===== config.mk =====
export PLATFORM = sky130hd
export DESIGN_NAME = keypad_encoder_flat
export DESIGN_NICKNAME = d
export VERILOG_FILES = /design/src/rtl/keypad_pkg.sv /design/src/rtl/keypad_encoder_if.sv /design/src/rtl/keypad_onehot_enc.sv /design/src/rtl/keypad_encoder.sv /design/src/flat_wrapper.sv
export SDC_FILE = /design/constraint.sdc
export NUM_CORES = 1
export LEC_CHECK = 0
export CAP_MARGIN = 20
export CORE_MARGIN = 5
export CORE_UTILIZATION = 40
export CTS_BUF_LIST = sky130_fd_sc_hd__clkbuf_2
export CTS_CLUSTER_SIZE = 12
export DETAILED_ROUTE_END_ITERATION = 16
export GPL_TIMING_DRIVEN = 0
export SYNTH_ARGS = -nofsm -noshare
export SYNTH_HDL_FRONTEND = slang
export SYNTH_SLANG_ARGS = --single-unit

===== constraint.sdc =====
create_clock -name clk -period 5.6 [get_ports clk]
set_input_delay 0.56 -clock clk [delete_from_list [all_inputs] [get_ports clk]]
set_output_delay 0.56 -clock clk [all_outputs]
set_load 0.01 [all_outputs]

===== src/rtl/keypad_pkg.sv =====
// Shared types and constants for the keypad encoder: FSM states, digit/key widths.
package keypad_pkg;

    localparam int DIGIT_W = 4;
    localparam int KEY_N   = 10;

    localparam logic [DIGIT_W-1:0] BCD_ZERO = 4'd0;

    typedef enum logic [1:0] {
        IDLE,
        PRESS,
        HELD,
        RELEASE
    } kp_state_e;

endpackage


===== src/rtl/keypad_encoder_if.sv =====
// Digit interface between the keypad encoder (slave) and the controller/display side (master).
interface keypad_encoder_if;
    import keypad_pkg::*;

    logic [KEY_N-1:0]   keypad;
    logic               enablen;
    logic               clear;
    logic [DIGIT_W-1:0] Minutes;
    logic [DIGIT_W-1:0] TenSec;
    logic [DIGIT_W-1:0] Sec;
    logic               key_valid;
    logic [DIGIT_W-1:0] key_code;

    modport master (
        output keypad, enablen, clear,
        input  Minutes, TenSec, Sec, key_valid, key_code
    );

    modport slave (
        input  keypad, enablen, clear,
        output Minutes, TenSec, Sec, key_valid, key_code
    );

endinterface


===== src/rtl/keypad_onehot_enc.sv =====
// Combinational one-hot to BCD encoder; hit is low for an empty or multi-key sample.
module keypad_onehot_enc
    import keypad_pkg::*;
(
    input  logic [KEY_N-1:0]   sample_i,
    output logic               hit_o,
    output logic [DIGIT_W-1:0] code_o
);

    always_comb begin
        // x & (x-1) clears the lowest set bit, so zero means at most one bit set
        hit_o  = (sample_i != '0) && ((sample_i & (sample_i - KEY_N'(1))) == '0);
        code_o = BCD_ZERO;
        for (int k = 0; k < KEY_N; k++) begin
            if (sample_i[k]) code_o = DIGIT_W'(k);
        end
        if (!hit_o) code_o = BCD_ZERO;
    end

endmodule


===== src/rtl/keypad_encoder.sv =====
// Debounced 10-key keypad to 3-digit BCD shift-in entry (Minutes:TenSec:Sec).
// Optional KEYPAD_SYNC_EN adds a 2-flop input synchronizer (+2 cycles latency).
module keypad_encoder
    import keypad_pkg::*;
#(
    parameter int DEBOUNCE_CYCLES = 4,
    parameter int CNT_W           = 8
) (
    input logic             clk,
    input logic             rst_n,
    keypad_encoder_if.slave kp
);

    localparam logic [CNT_W-1:0] CNT_ONE  = CNT_W'(1);
    localparam logic [CNT_W-1:0] CNT_LAST = CNT_W'(DEBOUNCE_CYCLES - 1);

    logic [KEY_N-1:0] samp;

`ifdef KEYPAD_SYNC_EN
    logic [1:0][KEY_N-1:0] sync_q;

    always_ff @(posedge clk or negedge rst_n) begin
        if (!rst_n) sync_q <= '0;
        else        sync_q <= {sync_q[0], kp.keypad};
    end

    assign samp = sync_q[1];
`else
    assign samp = kp.keypad;
`endif

    logic               hit;
    logic [DIGIT_W-1:0] code;
    logic               any_key;

    keypad_onehot_enc u_enc (
        .sample_i (samp),
        .hit_o    (hit),
        .code_o   (code)
    );

    assign any_key = |samp;

    kp_state_e             state_q, state_d;
    logic [CNT_W-1:0]      cnt_q, cnt_d;
    logic [DIGIT_W-1:0]    cand_q, cand_d;
    logic [2:0][DIGIT_W-1:0] digits_q, digits_d;   // [2]=Minutes [1]=TenSec [0]=Sec
    logic [DIGIT_W-1:0]    key_code_q, key_code_d;
    logic                  key_valid_q, key_valid_d;

    always_comb begin
        state_d     = state_q;
        cnt_d       = cnt_q;
        cand_d      = cand_q;
        digits_d    = digits_q;
        key_code_d  = key_code_q;
        key_valid_d = 1'b0;

        unique case (state_q)
            IDLE: begin
                if (hit && !kp.enablen) begin
                    state_d = PRESS;
                    cand_d  = code;
                    cnt_d   = CNT_ONE;
                end
            end
            PRESS: begin
                if (hit && (code == cand_q) && !kp.enablen) begin
                    // cnt_q counts matching samples so far; this one makes DEBOUNCE_CYCLES
                    if (cnt_q == CNT_LAST) begin
                        state_d     = HELD;
                        cnt_d       = '0;
                        digits_d    = {digits_q[1:0], cand_q};
                        key_code_d  = cand_q;
                        key_valid_d = 1'b1;
                    end else begin
                        cnt_d = cnt_q + CNT_ONE;
                    end
                end else begin
                    state_d = IDLE;
                    cnt_d   = '0;
                end
            end
            HELD: begin
                if (!any_key) begin
                    state_d = RELEASE;
                    cnt_d   = CNT_ONE;
                end
            end
            RELEASE: begin
                // Any activity during release goes back to HELD, so bounce cannot re-commit
                if (any_key) begin
                    state_d = HELD;
                    cnt_d   = '0;
                end else if (cnt_q == CNT_LAST) begin
                    state_d = IDLE;
                    cnt_d   = '0;
                end else begin
                    cnt_d = cnt_q + CNT_ONE;
                end
            end
            default: begin
                state_d = IDLE;
                cnt_d   = '0;
            end
        endcase

        if (kp.clear) begin
            digits_d    = {BCD_ZERO, BCD_ZERO, BCD_ZERO};
            key_code_d  = BCD_ZERO;
            key_valid_d = 1'b0;
            cnt_d       = '0;
            state_d     = any_key ? HELD : IDLE;
        end
    end

    always_ff @(posedge clk or negedge rst_n) begin
        if (!rst_n) begin
            state_q     <= IDLE;
            cnt_q       <= '0;
            cand_q      <= BCD_ZERO;
            digits_q    <= {BCD_ZERO, BCD_ZERO, BCD_ZERO};
            key_code_q  <= BCD_ZERO;
            key_valid_q <= 1'b0;
        end else begin
            state_q     <= state_d;
            cnt_q       <= cnt_d;
            cand_q      <= cand_d;
            digits_q    <= digits_d;
            key_code_q  <= key_code_d;
            key_valid_q <= key_valid_d;
        end
    end

    assign kp.Minutes   = digits_q[2];
    assign kp.TenSec    = digits_q[1];
    assign kp.Sec       = digits_q[0];
    assign kp.key_code  = key_code_q;
    assign kp.key_valid = key_valid_q;

endmodule


===== src/flat_wrapper.sv =====
// flat-port wrapper written by rule: the top's interface ports become plain ports
module keypad_encoder_flat import keypad_pkg::*;
#(
    parameter int DEBOUNCE_CYCLES = 4,
    parameter int CNT_W           = 8
)
  (clk, rst_n, kp_keypad, kp_enablen, kp_clear, kp_Minutes, kp_TenSec, kp_Sec, kp_key_valid, kp_key_code);
  keypad_encoder_if kp_i ();
  input logic clk;
  input logic rst_n;
  input wire logic [$bits(kp_i.keypad)-1:0] kp_keypad;
  input wire logic [$bits(kp_i.enablen)-1:0] kp_enablen;
  input wire logic [$bits(kp_i.clear)-1:0] kp_clear;
  output wire logic [$bits(kp_i.Minutes)-1:0] kp_Minutes;
  output wire logic [$bits(kp_i.TenSec)-1:0] kp_TenSec;
  output wire logic [$bits(kp_i.Sec)-1:0] kp_Sec;
  output wire logic [$bits(kp_i.key_valid)-1:0] kp_key_valid;
  output wire logic [$bits(kp_i.key_code)-1:0] kp_key_code;
  assign kp_i.keypad = kp_keypad;
  assign kp_i.enablen = kp_enablen;
  assign kp_i.clear = kp_clear;
  assign kp_Minutes = kp_i.Minutes;
  assign kp_TenSec = kp_i.TenSec;
  assign kp_Sec = kp_i.Sec;
  assign kp_key_valid = kp_i.key_valid;
  assign kp_key_code = kp_i.key_code;
  keypad_encoder #(.DEBOUNCE_CYCLES(DEBOUNCE_CYCLES), .CNT_W(CNT_W)) u_core (.clk(clk), .rst_n(rst_n), .kp(kp_i));
endmodule

==> flow_summary.toml <==
[route]
detail_route.wirelength_mm = 3.95
route.detailed.drc = 0
avg_wl_per_cell_um = 14.7
detail_route.iter0.violations = 117
drtAntennaViolNets = 0
vias = 1487
avgViaCountPerCell = 5.53
detailedRoute.firstPassIterationCount = 4

[power_and_ir_drop]
irDropWorstVdd_uv = 121
leakage_nw = 0.823
p_per_area_nw_per_um2 = 149

[final_layout]
layout-drive-gt1-share = 0.151
antenna_cells = 0
register_area_sq_um = 676
layout.nets = 235
areaGrowthSynthToFinish_pct = 22.3
total_of_fill_cells_in_the_finished_design = 378
multi_input_comb_area_sq_um = 911

[clock_tree]
hold_buffers = 0
cts.root.buffer_cell = "sky130_fd_sc_hd__clkbuf_2"
ctsLongestPathBuffers = 2
post_cts_buffers = 0
path_clk_slew_ps = 240
cts.sinks = 27
total_clock_buffers_created_by_cts = 3
clk_latency_ps = 350
cts-resized-gates = 0
tritoncts = "built"
htree_levels = 1

[timing]
timing_hold_violations_final = 0
max_freq_mhz = 350
timing.setup.tns_ps = 0
fin_crit_ps = 2860
finalClockSkew_ps = 1.80
setup_ws_ps = 2740
tightest_slew_ps = 825
final_min_period_over_clock_period = 0.510
slew_headroom = 0.446
finalMaxSlewViolations = 0
finalSetupViolations = 0
rsz0062_at_grt = "no"

[synthesis]
synthCells = 186
synth-warning-count = 0
yosys.cell_types.count = 53
main_combinational_cell_family_by_area_after_synthesis = "simple AND/OR/NAND/NOR gates"
netlist_area_sq_um = 1700
dominantRegCellSynth = "sky130_fd_sc_hd__dfrtp_1"
synth-seq-area-share = 0.398
synth_edf_count = 0
synth_seq_cells = 27
synth_fp_nets = 201
synth-adder-area-share = 0.0133
synth_compound_gate_area_share = 0.191
avgSynthCellArea_sq_um = 9.13
synth_async_sr_flop_share = 1.00
yosys.area_share.simple = 0.305
synth_xor_area_frac = 0.0206
muxShareOfSynthArea = 0.00663

[worst_setup_path]
worst-r2r-cell-count = 6
cp-startpoint = "kp_keypad[9]"
worst_r2r_endpoint = "u_core.kp.key_code[1]"
criticalPathCategory = "in -> reg"
timing.critical_path.from_type = "input port"
crit_path_top_delay_cell = "sky130_fd_sc_hd__nor3_1"
worstSetupEndpointType = "flip-flop"
cp_cell_sequence = "clkdlybuf4s50_1 > or2_0 > a211oi_1 > o22a_2 > nand3_1 > nand2_1 > nor3_1 > a22oi_1 > o21ai_1"
timing.critical_path.fanout_max = 7
worstPathRequired_ps = 5900
reg2reg_from = "u_core.cnt_q[4]"
critPathArrivalTime_ps = 3160
timing.critical_path.buf_inv = 1
rrSetupSlack_ps = 3290
critical-path-max-stage-delay_ps = 650
critical-path-top-delay-family = "simple AND/OR/NAND/NOR gates"

[grt]
global_route.overflow_total = 0
global_route_wire_length_before_repair_mm = 6.48
grt.met1_usage = 0.194
grt_antenna_before_repair = 0
first_global_vias = 1400
globalRouteMet3Util = 0.0280
gr-usage-met2 = 0.253
global_route.usage.total = 0.147
global_route.peak_usage_layer = "met2"
grt_max_degree = 21

[placed_design]
pre_cts_ws_ps = 2370
gp_congestion = 0.791
dp_hpwl_mm = 3.10
numPortBuffers = 28

[hold_path]
min_to = "u_core.kp.Minutes[1]"
worstHoldStart = "kp_clear"
holdPathStages = 2
hold_path_class = "in -> reg"

[floorplanning]
initial_utilization = 0.418
dieWidth_um = 75.2
die-area_sq_um = 5650
io_pins = 31
die_h_um = 75.2
placement_rows = 23
core_area_sq_um = 4060

[outcome]
run_status = "finished, final reports clean"

[flow_run]
max_cap_viol = 0
logic make-up after synthesis:
| group | count (synthesis) |
|---|---|
| simple gates | 96 |
| buf+inv | 14 |
| flops | 27 |
| mux | 1 |
| compound gates | 42 |
| xor+xnor | 4 |
| fa+ha+maj | 2 |
where the power goes:
| group | switching [mW] | internal (mW) |
|---|---|---|
| Clock | 0.0566 | 0.0188 |
| Combinational | 0.0215 | 0.0172 |
| Sequential | 0.000112 | 0.196 |
cell usage in the layout (no fill, tap or decap), types with 2 or more instances in the layout:
| master | instances |
|---|---|
| sky130_fd_sc_hd__a21oi_1 | 14 |
| sky130_fd_sc_hd__a22oi_1 | 3 |
| sky130_fd_sc_hd__buf_4 | 5 |
| sky130_fd_sc_hd__buf_6 | 4 |
| sky130_fd_sc_hd__clkbuf_2 | 4 |
| sky130_fd_sc_hd__clkdlybuf4s50_1 | 28 |
| sky130_fd_sc_hd__dfrtp_1 | 27 |
| sky130_fd_sc_hd__inv_1 | 3 |
| sky130_fd_sc_hd__nand2_1 | 27 |
| sky130_fd_sc_hd__nand2b_1 | 3 |
| sky130_fd_sc_hd__nand3_1 | 20 |
| sky130_fd_sc_hd__nand3b_1 | 3 |
| sky130_fd_sc_hd__nor2_1 | 20 |
| sky130_fd_sc_hd__nor3_1 | 6 |
| sky130_fd_sc_hd__o21ai_0 | 2 |
| sky130_fd_sc_hd__o21ai_1 | 3 |
| sky130_fd_sc_hd__o21bai_1 | 3 |
| sky130_fd_sc_hd__o31ai_1 | 2 |
| sky130_fd_sc_hd__or4_1 | 2 |
| sky130_fd_sc_hd__xnor2_1 | 4 |
layer usage:
| metal | vias to the layer above | part of all wire |
|---|---|---|
| met5 | - | 0 |
| met4 | 0 | 0.0033 |
| met3 | 2 | 0.044 |
| met2 | 26 | 0.51 |
| met1 | 722 | 0.44 |
| li1 | 737 | - |
layout make-up:
class	count	share of cell area
well taps	50	0.0301
inverters	3	0.00542
flip-flops and latches	27	0.325
multi-input cells	145	0.439
clock buffers	4	0.00964
plain buffers	11	0.0482
repair buffers	29	0.142
worst reg2reg max path, delay by kind of cell (launching register included):
family                 cells  cell delay [ps]
and+or+nand+nor            4             1450
buffers and inverters      1              240
DFF                        1              480
AOI/OAI and AO/OA          1               60
synthesized netlist by cell type (all sizes together), types with 2 or more instances:
cell type	count	area, sq um
a21oi	15	78.8
a221oi	2	23.8
a22o	2	18.8
a22oi	3	22.5
buf	9	82.6
dfrtp	27	676
inv	3	11.3
nand2	27	101
nand2b	4	27.5
nand3	21	110
nand3b	3	22.5
nor2	20	75.1
nor3	7	40.0
nor3b	2	26.3
nor4	3	40.0
o21ai	6	33.8
o21bai	3	22.5
o22a	2	18.8
o31ai	3	27.5
or4	2	15.0
xnor2	4	35.0
how the worst max path moves through the flow:
stage                                end  depth (start not counted)  slack (ps)
finish                   u_core.cnt_q[2]                          9        2740
detailed placement       u_core.cnt_q[2]                          9        2370
global placement    u_core.kp.Minutes[2]                         10        2510
global route             u_core.cnt_q[2]                          9        2700
floorplan               u_core.cand_q[2]                          6        3220
CTS                      u_core.cnt_q[2]                          9        2780
through the flow:
step | area (sq um) | util | instances | hold slack (ps) | total power, mW
final | 2080 | 0.512 | 269 | 362 | 0.310
after global placement | 2040 | 0.503 | 264 | 508 | 0.235
after floorplan | 1700 | - | 186 | 264 | 0.217
after CTS | 2080 | 0.512 | 269 | 339 | 0.314
after detailed placement | 2060 | 0.507 | 265 | 516 | 0.238
after global routing | 2080 | 0.512 | 269 | 311 | 0.326
state kept, by name (all words and copies together) (netlist names):
name,count
u_core.cand_q,4
u_core.cnt_q,8
u_core.kp.Minutes,4
u_core.kp.TenSec,4
u_core.kp.key_code,4
u_core.kp.key_valid,1
u_core.state_q,2
Power figures use the tool's default switching activity.
